<file path="config.mk">
export PLATFORM = sky130hd
export DESIGN_NAME = note_clock_gen
export DESIGN_NICKNAME = d
export VERILOG_FILES = /design/src/rtl/note_clock_gen.sv
export SDC_FILE = /design/constraint.sdc
export NUM_CORES = 1
export LEC_CHECK = 0
export CAP_MARGIN = 15
export CORE_AREA = 2 2 133 135
export CTS_BUF_LIST = sky130_fd_sc_hd__clkbuf_4 sky130_fd_sc_hd__clkbuf_8
export DETAILED_ROUTE_END_ITERATION = 7
export DIE_AREA = 0 0 135 137
export GPL_TIMING_DRIVEN = 1
export PLACE_DENSITY = 0.76
export SYNTH_ARGS = -nofsm -noshare
export SYNTH_HDL_FRONTEND = slang
export SYNTH_SLANG_ARGS = --single-unit
</file>
<file path="constraint.sdc">
create_clock -name CLOCK_50 -period 9.55 [get_ports CLOCK_50]
set_input_delay 2.865 -clock CLOCK_50 [delete_from_list [all_inputs] [get_ports CLOCK_50]]
set_output_delay 2.865 -clock CLOCK_50 [all_outputs]
set_load 0.01 [all_outputs]
</file>
<file path="src/rtl/note_clock_gen.sv">
// note_clock_gen: tempo and note-duration timer for the synth sequencer.
// The tick period is floor(CLK_HZ*60/SUBDIV / bpm), clamped to at least 2.
// A 32-cycle restoring divider computes it after each tempo load.
// The counter chain then produces registered sub_tick, beat and playNext strobes.
module note_clock_gen #(
  parameter int CLK_HZ = 50000000,
  parameter int BPM_W  = 9,
  parameter int LEN_W  = 4,
  parameter int SUBDIV = 4
) (
  input  logic             CLOCK_50,
  input  logic             resetn,
  input  logic             run,
  input  logic             restart,
  input  logic             tempo_load,
  input  logic [BPM_W-1:0] bpm,
  input  logic [LEN_W-1:0] length,
  output logic             playNext,
  output logic             sub_tick,
  output logic             beat,
  output logic             busy,
  output logic             bpm_err
);

  localparam int SUB_W = (SUBDIV > 1) ? $clog2(SUBDIV) : 1;
  localparam logic [31:0] NUM = 32'(64'(CLK_HZ) * 64'd60 / 64'(SUBDIV));
  localparam logic [SUB_W-1:0] SUB_LAST = SUB_W'(SUBDIV - 1);

  typedef enum logic [1:0] {
    IDLE = 2'd0,
    DIV  = 2'd1,
    RUN  = 2'd2
  } state_t;

  state_t state, state_nx;

  logic [31:0]      quo, rem, divisor, period, tick;
  logic [4:0]       div_cnt;
  logic [SUB_W-1:0] sub_cnt;
  logic [LEN_W-1:0] note_cnt, cur_len;
  logic             ran;
  logic             load_ok, div_done, div_fin, counting, tick_end, note_end;
  logic [32:0]      rem_sh;
  logic             rem_ge;
  logic [31:0]      rem_nx, quo_nx;

  // Never let the period drop below 2 ticks, so tick==period-1 stays meaningful.
  function automatic logic [31:0] clamp_period(input logic [31:0] q);
    return (q < 32'd2) ? 32'd2 : q;
  endfunction

  assign load_ok  = tempo_load && (bpm != '0);
  assign div_done = (state == DIV) && (div_cnt == 5'd31);
  assign div_fin  = div_done && !load_ok;
  assign counting = (state == RUN) && run && !restart && !load_ok;
  assign tick_end = (tick == period - 32'd1);
  assign note_end = counting && tick_end && (note_cnt == cur_len);
  assign busy     = (state == DIV);

  // One restoring-division step: shift in the next dividend bit, subtract if it fits.
  assign rem_sh = {rem, quo[31]};
  assign rem_ge = (rem_sh >= {1'b0, divisor});
  assign rem_nx = rem_ge ? (rem_sh[31:0] - divisor) : rem_sh[31:0];
  assign quo_nx = {quo[30:0], rem_ge};

  // State register.
  always_ff @(posedge CLOCK_50 or negedge resetn) begin
    if (!resetn) state <= IDLE;
    else         state <= state_nx;
  end

  // Next state: a valid load always (re)starts the division; the last step enters RUN.
  always_comb begin
    state_nx = state;
    if (load_ok)       state_nx = DIV;
    else if (div_done) state_nx = RUN;
  end

  // Iterative divider; quo starts as the dividend and ends as the quotient.
  always_ff @(posedge CLOCK_50 or negedge resetn) begin
    if (!resetn) begin
      quo     <= '0;
      rem     <= '0;
      divisor <= '0;
      div_cnt <= '0;
      period  <= '0;
      ran     <= 1'b0;
    end else if (load_ok) begin
      quo     <= NUM;
      rem     <= '0;
      divisor <= {{(32-BPM_W){1'b0}}, bpm};
      div_cnt <= '0;
    end else if (state == DIV) begin
      quo     <= quo_nx;
      rem     <= rem_nx;
      div_cnt <= div_cnt + 5'd1;
      if (div_cnt == 5'd31) begin
        period <= clamp_period(quo_nx);
        ran    <= 1'b1;
      end
    end
  end

  // Sticky tempo error: set by a zero-bpm load, cleared by any valid load.
  always_ff @(posedge CLOCK_50 or negedge resetn) begin
    if (!resetn)         bpm_err <= 1'b0;
    else if (tempo_load) bpm_err <= (bpm == '0);
  end

  // Tick/subdivision/note counters and their registered single-cycle strobes.
  always_ff @(posedge CLOCK_50 or negedge resetn) begin
    if (!resetn) begin
      tick     <= '0;
      sub_cnt  <= '0;
      note_cnt <= '0;
      playNext <= 1'b0;
      sub_tick <= 1'b0;
      beat     <= 1'b0;
    end else begin
      playNext <= 1'b0;
      sub_tick <= 1'b0;
      beat     <= 1'b0;
      if (restart) begin
        tick     <= '0;
        sub_cnt  <= '0;
        note_cnt <= '0;
      end else if (load_ok) begin
        // Note position survives a tempo change; only the tick phase restarts.
        tick <= '0;
      end else if (div_fin && !ran) begin
        tick     <= '0;
        sub_cnt  <= '0;
        note_cnt <= '0;
      end else if (counting) begin
        if (tick_end) begin
          tick     <= '0;
          sub_tick <= 1'b1;
          beat     <= (sub_cnt == SUB_LAST);
          sub_cnt  <= (sub_cnt == SUB_LAST) ? '0 : sub_cnt + SUB_W'(1);
          playNext <= (note_cnt == cur_len);
          note_cnt <= (note_cnt == cur_len) ? '0 : note_cnt + LEN_W'(1);
        end else begin
          tick <= tick + 32'd1;
        end
      end
    end
  end

  // Note length is captured only at note starts, so mid-note edits wait for the next note.
  always_ff @(posedge CLOCK_50 or negedge resetn) begin
    if (!resetn)                        cur_len <= '0;
    else if (restart && state == RUN)   cur_len <= length;
    else if (div_fin && !ran)           cur_len <= length;
    else if (note_end)                  cur_len <= length;
  end

endmodule

</file>
==> results.yml <==
finish:
  fillCellCount: 1584
  fin_area_um2: 9880
  area_delta_synth_final_pct: 7.87
  nets: 1098
  drive_gt1_frac: 0.0594
  utilization: 0.579
  diodes: 0
route:
  wl_per_cell_um: 15.7
  drt_iter0_markers: 587
  avgViaCountPerCell: 5.85
  first_pass_iters: 6
  drc: 0
  ant_nets: 0
  drt-total-wl_um: 20400
  vias: 7614
worst_setup_path:
  r2r_slack_ps: 5170
  cp.required_ps: 9930
  critical_path_arrival_ps: 6270
  timing_worst_setup_path_type: "input port to flip-flop"
  ff2ff_path_depth: 9
  r2r-end: "tick[6]$_DFFE_PN0P_"
  crit_path_start_kind: "input port"
  crit_path_max_fanout: 48
  endpoint_kind: "flip-flop"
  r2r_start: "period[2]$_DFFE_PN0P_"
cts:
  htreeDepth: 4
  clock-sinks: 159
  cts_resized: 0
  cts_setup_buffers: 0
  clockBufferDepth: 2
  holdBufCountCts: 0
  cts_buffers: 17
  clock_latency_ps: 470
  path_clk_slew_ps: 100
  cts_tree: "yes"
  root_buffer: "clkbuf_8"
power_and_ir_drop:
  p_clk_frac: 0.273
  p_per_area_nw_per_um2: 186
  seqPwrFrac: 0.444
  p_leak_nw: 4.37
  p_sw_frac: 0.365
  p_switching_mw: 0.671
  p_int_mw: 1.17
  combPwrFrac: 0.283
  irDropWorstVdd_uv: 117
timing:
  worst_slew_pin_slew_ps: 908
  finalClockSkew_ps: 20.1
  slew_viol_final: 0
  finalHoldViolations: 0
  fin_crit_ps: 5880
  finalCritPeriodShare: 0.616
  fmax_mhz: 170
  rsz0062_at_grt: "no"
  final-setup-viol-count: 0
  maxSlewHeadroom: 0.395
  tns_ps: 0
synthesis:
  seq_area_frac_synth: 0.434
  synth-main-ff-cell: "dfrtp_1"
  ys_types: 72
  syn_area_per_cell_um2: 8.55
  syn_inst: 1071
  synth_seq_cells: 159
  ys_warn_count: 0
  synth_async_sr_flop_share: 1.00
  synthesis.nets: 1105
  synth-edff-count: 0
  syn_area_um2: 9160
global_route:
  grt-busiest-layer: "met1"
  antenna_found_initial: 0
  grt_max_degree: 104
  met2_usage: 0.343
  overflow: 0
  grt_pass1_wl_um: 35400
  use_met1: 0.368
  grt_use_total: 0.237
  use_met3: 0.0437
  first_global_vias: 7167
placed_design:
  place_area_um2: 9480
  place_congestion: 0.904
  io_buffers: 22
  dpl.hpwl_um: 13900
hold_path:
  hold_class: "flip-flop to flip-flop"
  min_path_cells: 2
  holdPathEnd: "ran$_DFFE_PN0P_"
  min_from: "ran$_DFFE_PN0P_"
run_status:
  status: "finished clean"
die:
  io_pins: 23
  core_area_um2: 17100
  rows: 48
  chipHeight_um: 137
  start_util: 0.537
  die_w_um: 135
  fp.dieArea_um2: 18500
run:
  cap_violations: 0
## placed cells by master, fill, tap and decap left out, types with 3 or more instances in the layout
cell / n
nand2_1: 227
dfrtp_1: 159
o21ai_0: 68
nand3_1: 65
a21oi_1: 61
nor2_1: 48
xnor2_1: 46
or3_1: 34
nor3_1: 30
inv_1: 24
nand4_1: 23
xor2_1: 21
nor4_1: 21
clkdlybuf4s50_1: 21
a21o_1: 17
clkbuf_8: 17
ha_1: 15
nor2b_1: 12
o31ai_1: 10
a31oi_1: 9
and2_1: 8
or4_1: 8
buf_4: 8
and3_1: 6
o211ai_1: 6
o21ai_1: 6
nand2b_1: 5
mux2i_1: 5
inv_8: 5
and4_1: 4
nand4b_1: 4
or2_2: 4
o21bai_1: 4
nand3b_1: 4
a211oi_1: 4
mux2_1: 4
inv_6: 4
nor4_4: 3
o21a_1: 3
clkinv_8: 3
## state kept, by name, summed over array words and instances (netlist names), 2 cells and up
| name | count |
|---|---|
| period | 32 |
| tick | 32 |
| sub_cnt | 2 |
| rem | 32 |
| state | 2 |
| div_cnt | 5 |
| divisor | 9 |
| quo | 32 |
| note_cnt | 4 |
| cur_len | 4 |
## power by group through the flow
stage | combinational [mW] | clock, mW | sequential (mW)
2_1_floorplan | 0.413 | 0 | 0.809
3_3_place_gp | 0.503 | 0 | 0.827
3_5_place_dp | 0.517 | 0 | 0.827
4_1_cts | 0.521 | 0.511 | 0.815
5_1_grt | 0.596 | 0.540 | 0.827
6_report | 0.520 | 0.503 | 0.817
## metrics by stage
stage / hold slack, ps / setup slack, ps / std cells / power (mW)
after global placement: 442 / 3380 / 1270 / 1.33
after detailed placement: 448 / 3300 / 1270 / 1.34
final: 470 / 3670 / 1302 / 1.84
after global routing: 492 / 3430 / 1302 / 1.96
after CTS: 470 / 3770 / 1302 / 1.85
after floorplan: 426 / 4320 / 1071 / 1.22
## kinds of logic (layout without fill, tap and decap cells)
kind of cell,after synthesis,in the layout,synth area share
compound gates,217,217,0.146
mux,10,10,0.0120
fa+ha+maj,16,16,0.0227
buf+inv,81,87,0.0378
flops,159,159,0.434
xor+xnor,67,67,0.0641
simple gates,521,521,0.283
## metal layers
metal  vias to the layer above  wire length, um
met5                         -                0
met4                         0              212
met3                        20              939
met2                       167             8730
met1                      3640            10500
li1                       3787                -
## synth_stat cells, types with 8 or more instances
| cell type | count | area, um2 |
|---|---|---|
| or4_1 | 8 | 60.1 |
| nor2_1 | 48 | 180 |
| clkbuf_1 | 46 | 173 |
| or3_1 | 34 | 213 |
| a21o_1 | 17 | 128 |
| and2_1 | 8 | 50.1 |
| a31oi_1 | 9 | 56.3 |
| nor2b_1 | 12 | 75.1 |
| a21oi_1 | 62 | 310 |
| xnor2_1 | 46 | 403 |
| ha_1 | 15 | 188 |
| nand4_1 | 23 | 144 |
| xor2_1 | 21 | 184 |
| o31ai_1 | 10 | 75.1 |
| o21ai_0 | 68 | 340 |
| dfrtp_1 | 159 | 3980 |
| nand3_1 | 65 | 325 |
| nor4_1 | 21 | 131 |
| nor3_1 | 30 | 150 |
| nand2_1 | 227 | 852 |
| inv_1 | 25 | 93.8 |
## critical path, stage by stage
cell             delay, ps
clkdlybuf4s50_1        720
o41ai_2                140
buf_4                  310
and3_1                 270
a21oi_1                670
nand2_1                280
a21oi_4                670
a31oi_1                210
o31ai_1                110
## worst max path at each step
| stage | end | start | slack (ps) | cells after the start |
|---|---|---|---|---|
| after floorplan | tick[22]$_DFFE_PN0P_ | bpm[4] | 4320 | 11 |
| after global placement | tick[5]$_DFFE_PN0P_ | tempo_load | 3380 | 9 |
| after detailed placement | tick[5]$_DFFE_PN0P_ | tempo_load | 3300 | 9 |
| after CTS | tick[5]$_DFFE_PN0P_ | tempo_load | 3770 | 9 |
| after global routing | tick[15]$_DFFE_PN0P_ | tempo_load | 3430 | 9 |
| final | tick[30]$_DFFE_PN0P_ | tempo_load | 3670 | 9 |
## final cells by class
cell class / count / area [um2] / area share
clock buffers: 17 / 234 / 0.0237
flip-flops and latches: 159 / 3980 / 0.403
well taps: 225 / 282 / 0.0285
multi-input cells: 831 / 4840 / 0.490
inverters: 25 / 93.8 / 0.00950
clock inverters: 15 / 165 / 0.0167
repair buffers: 30 / 282 / 0.0285
No activity file was read; power rests on OpenSTA's default activity.
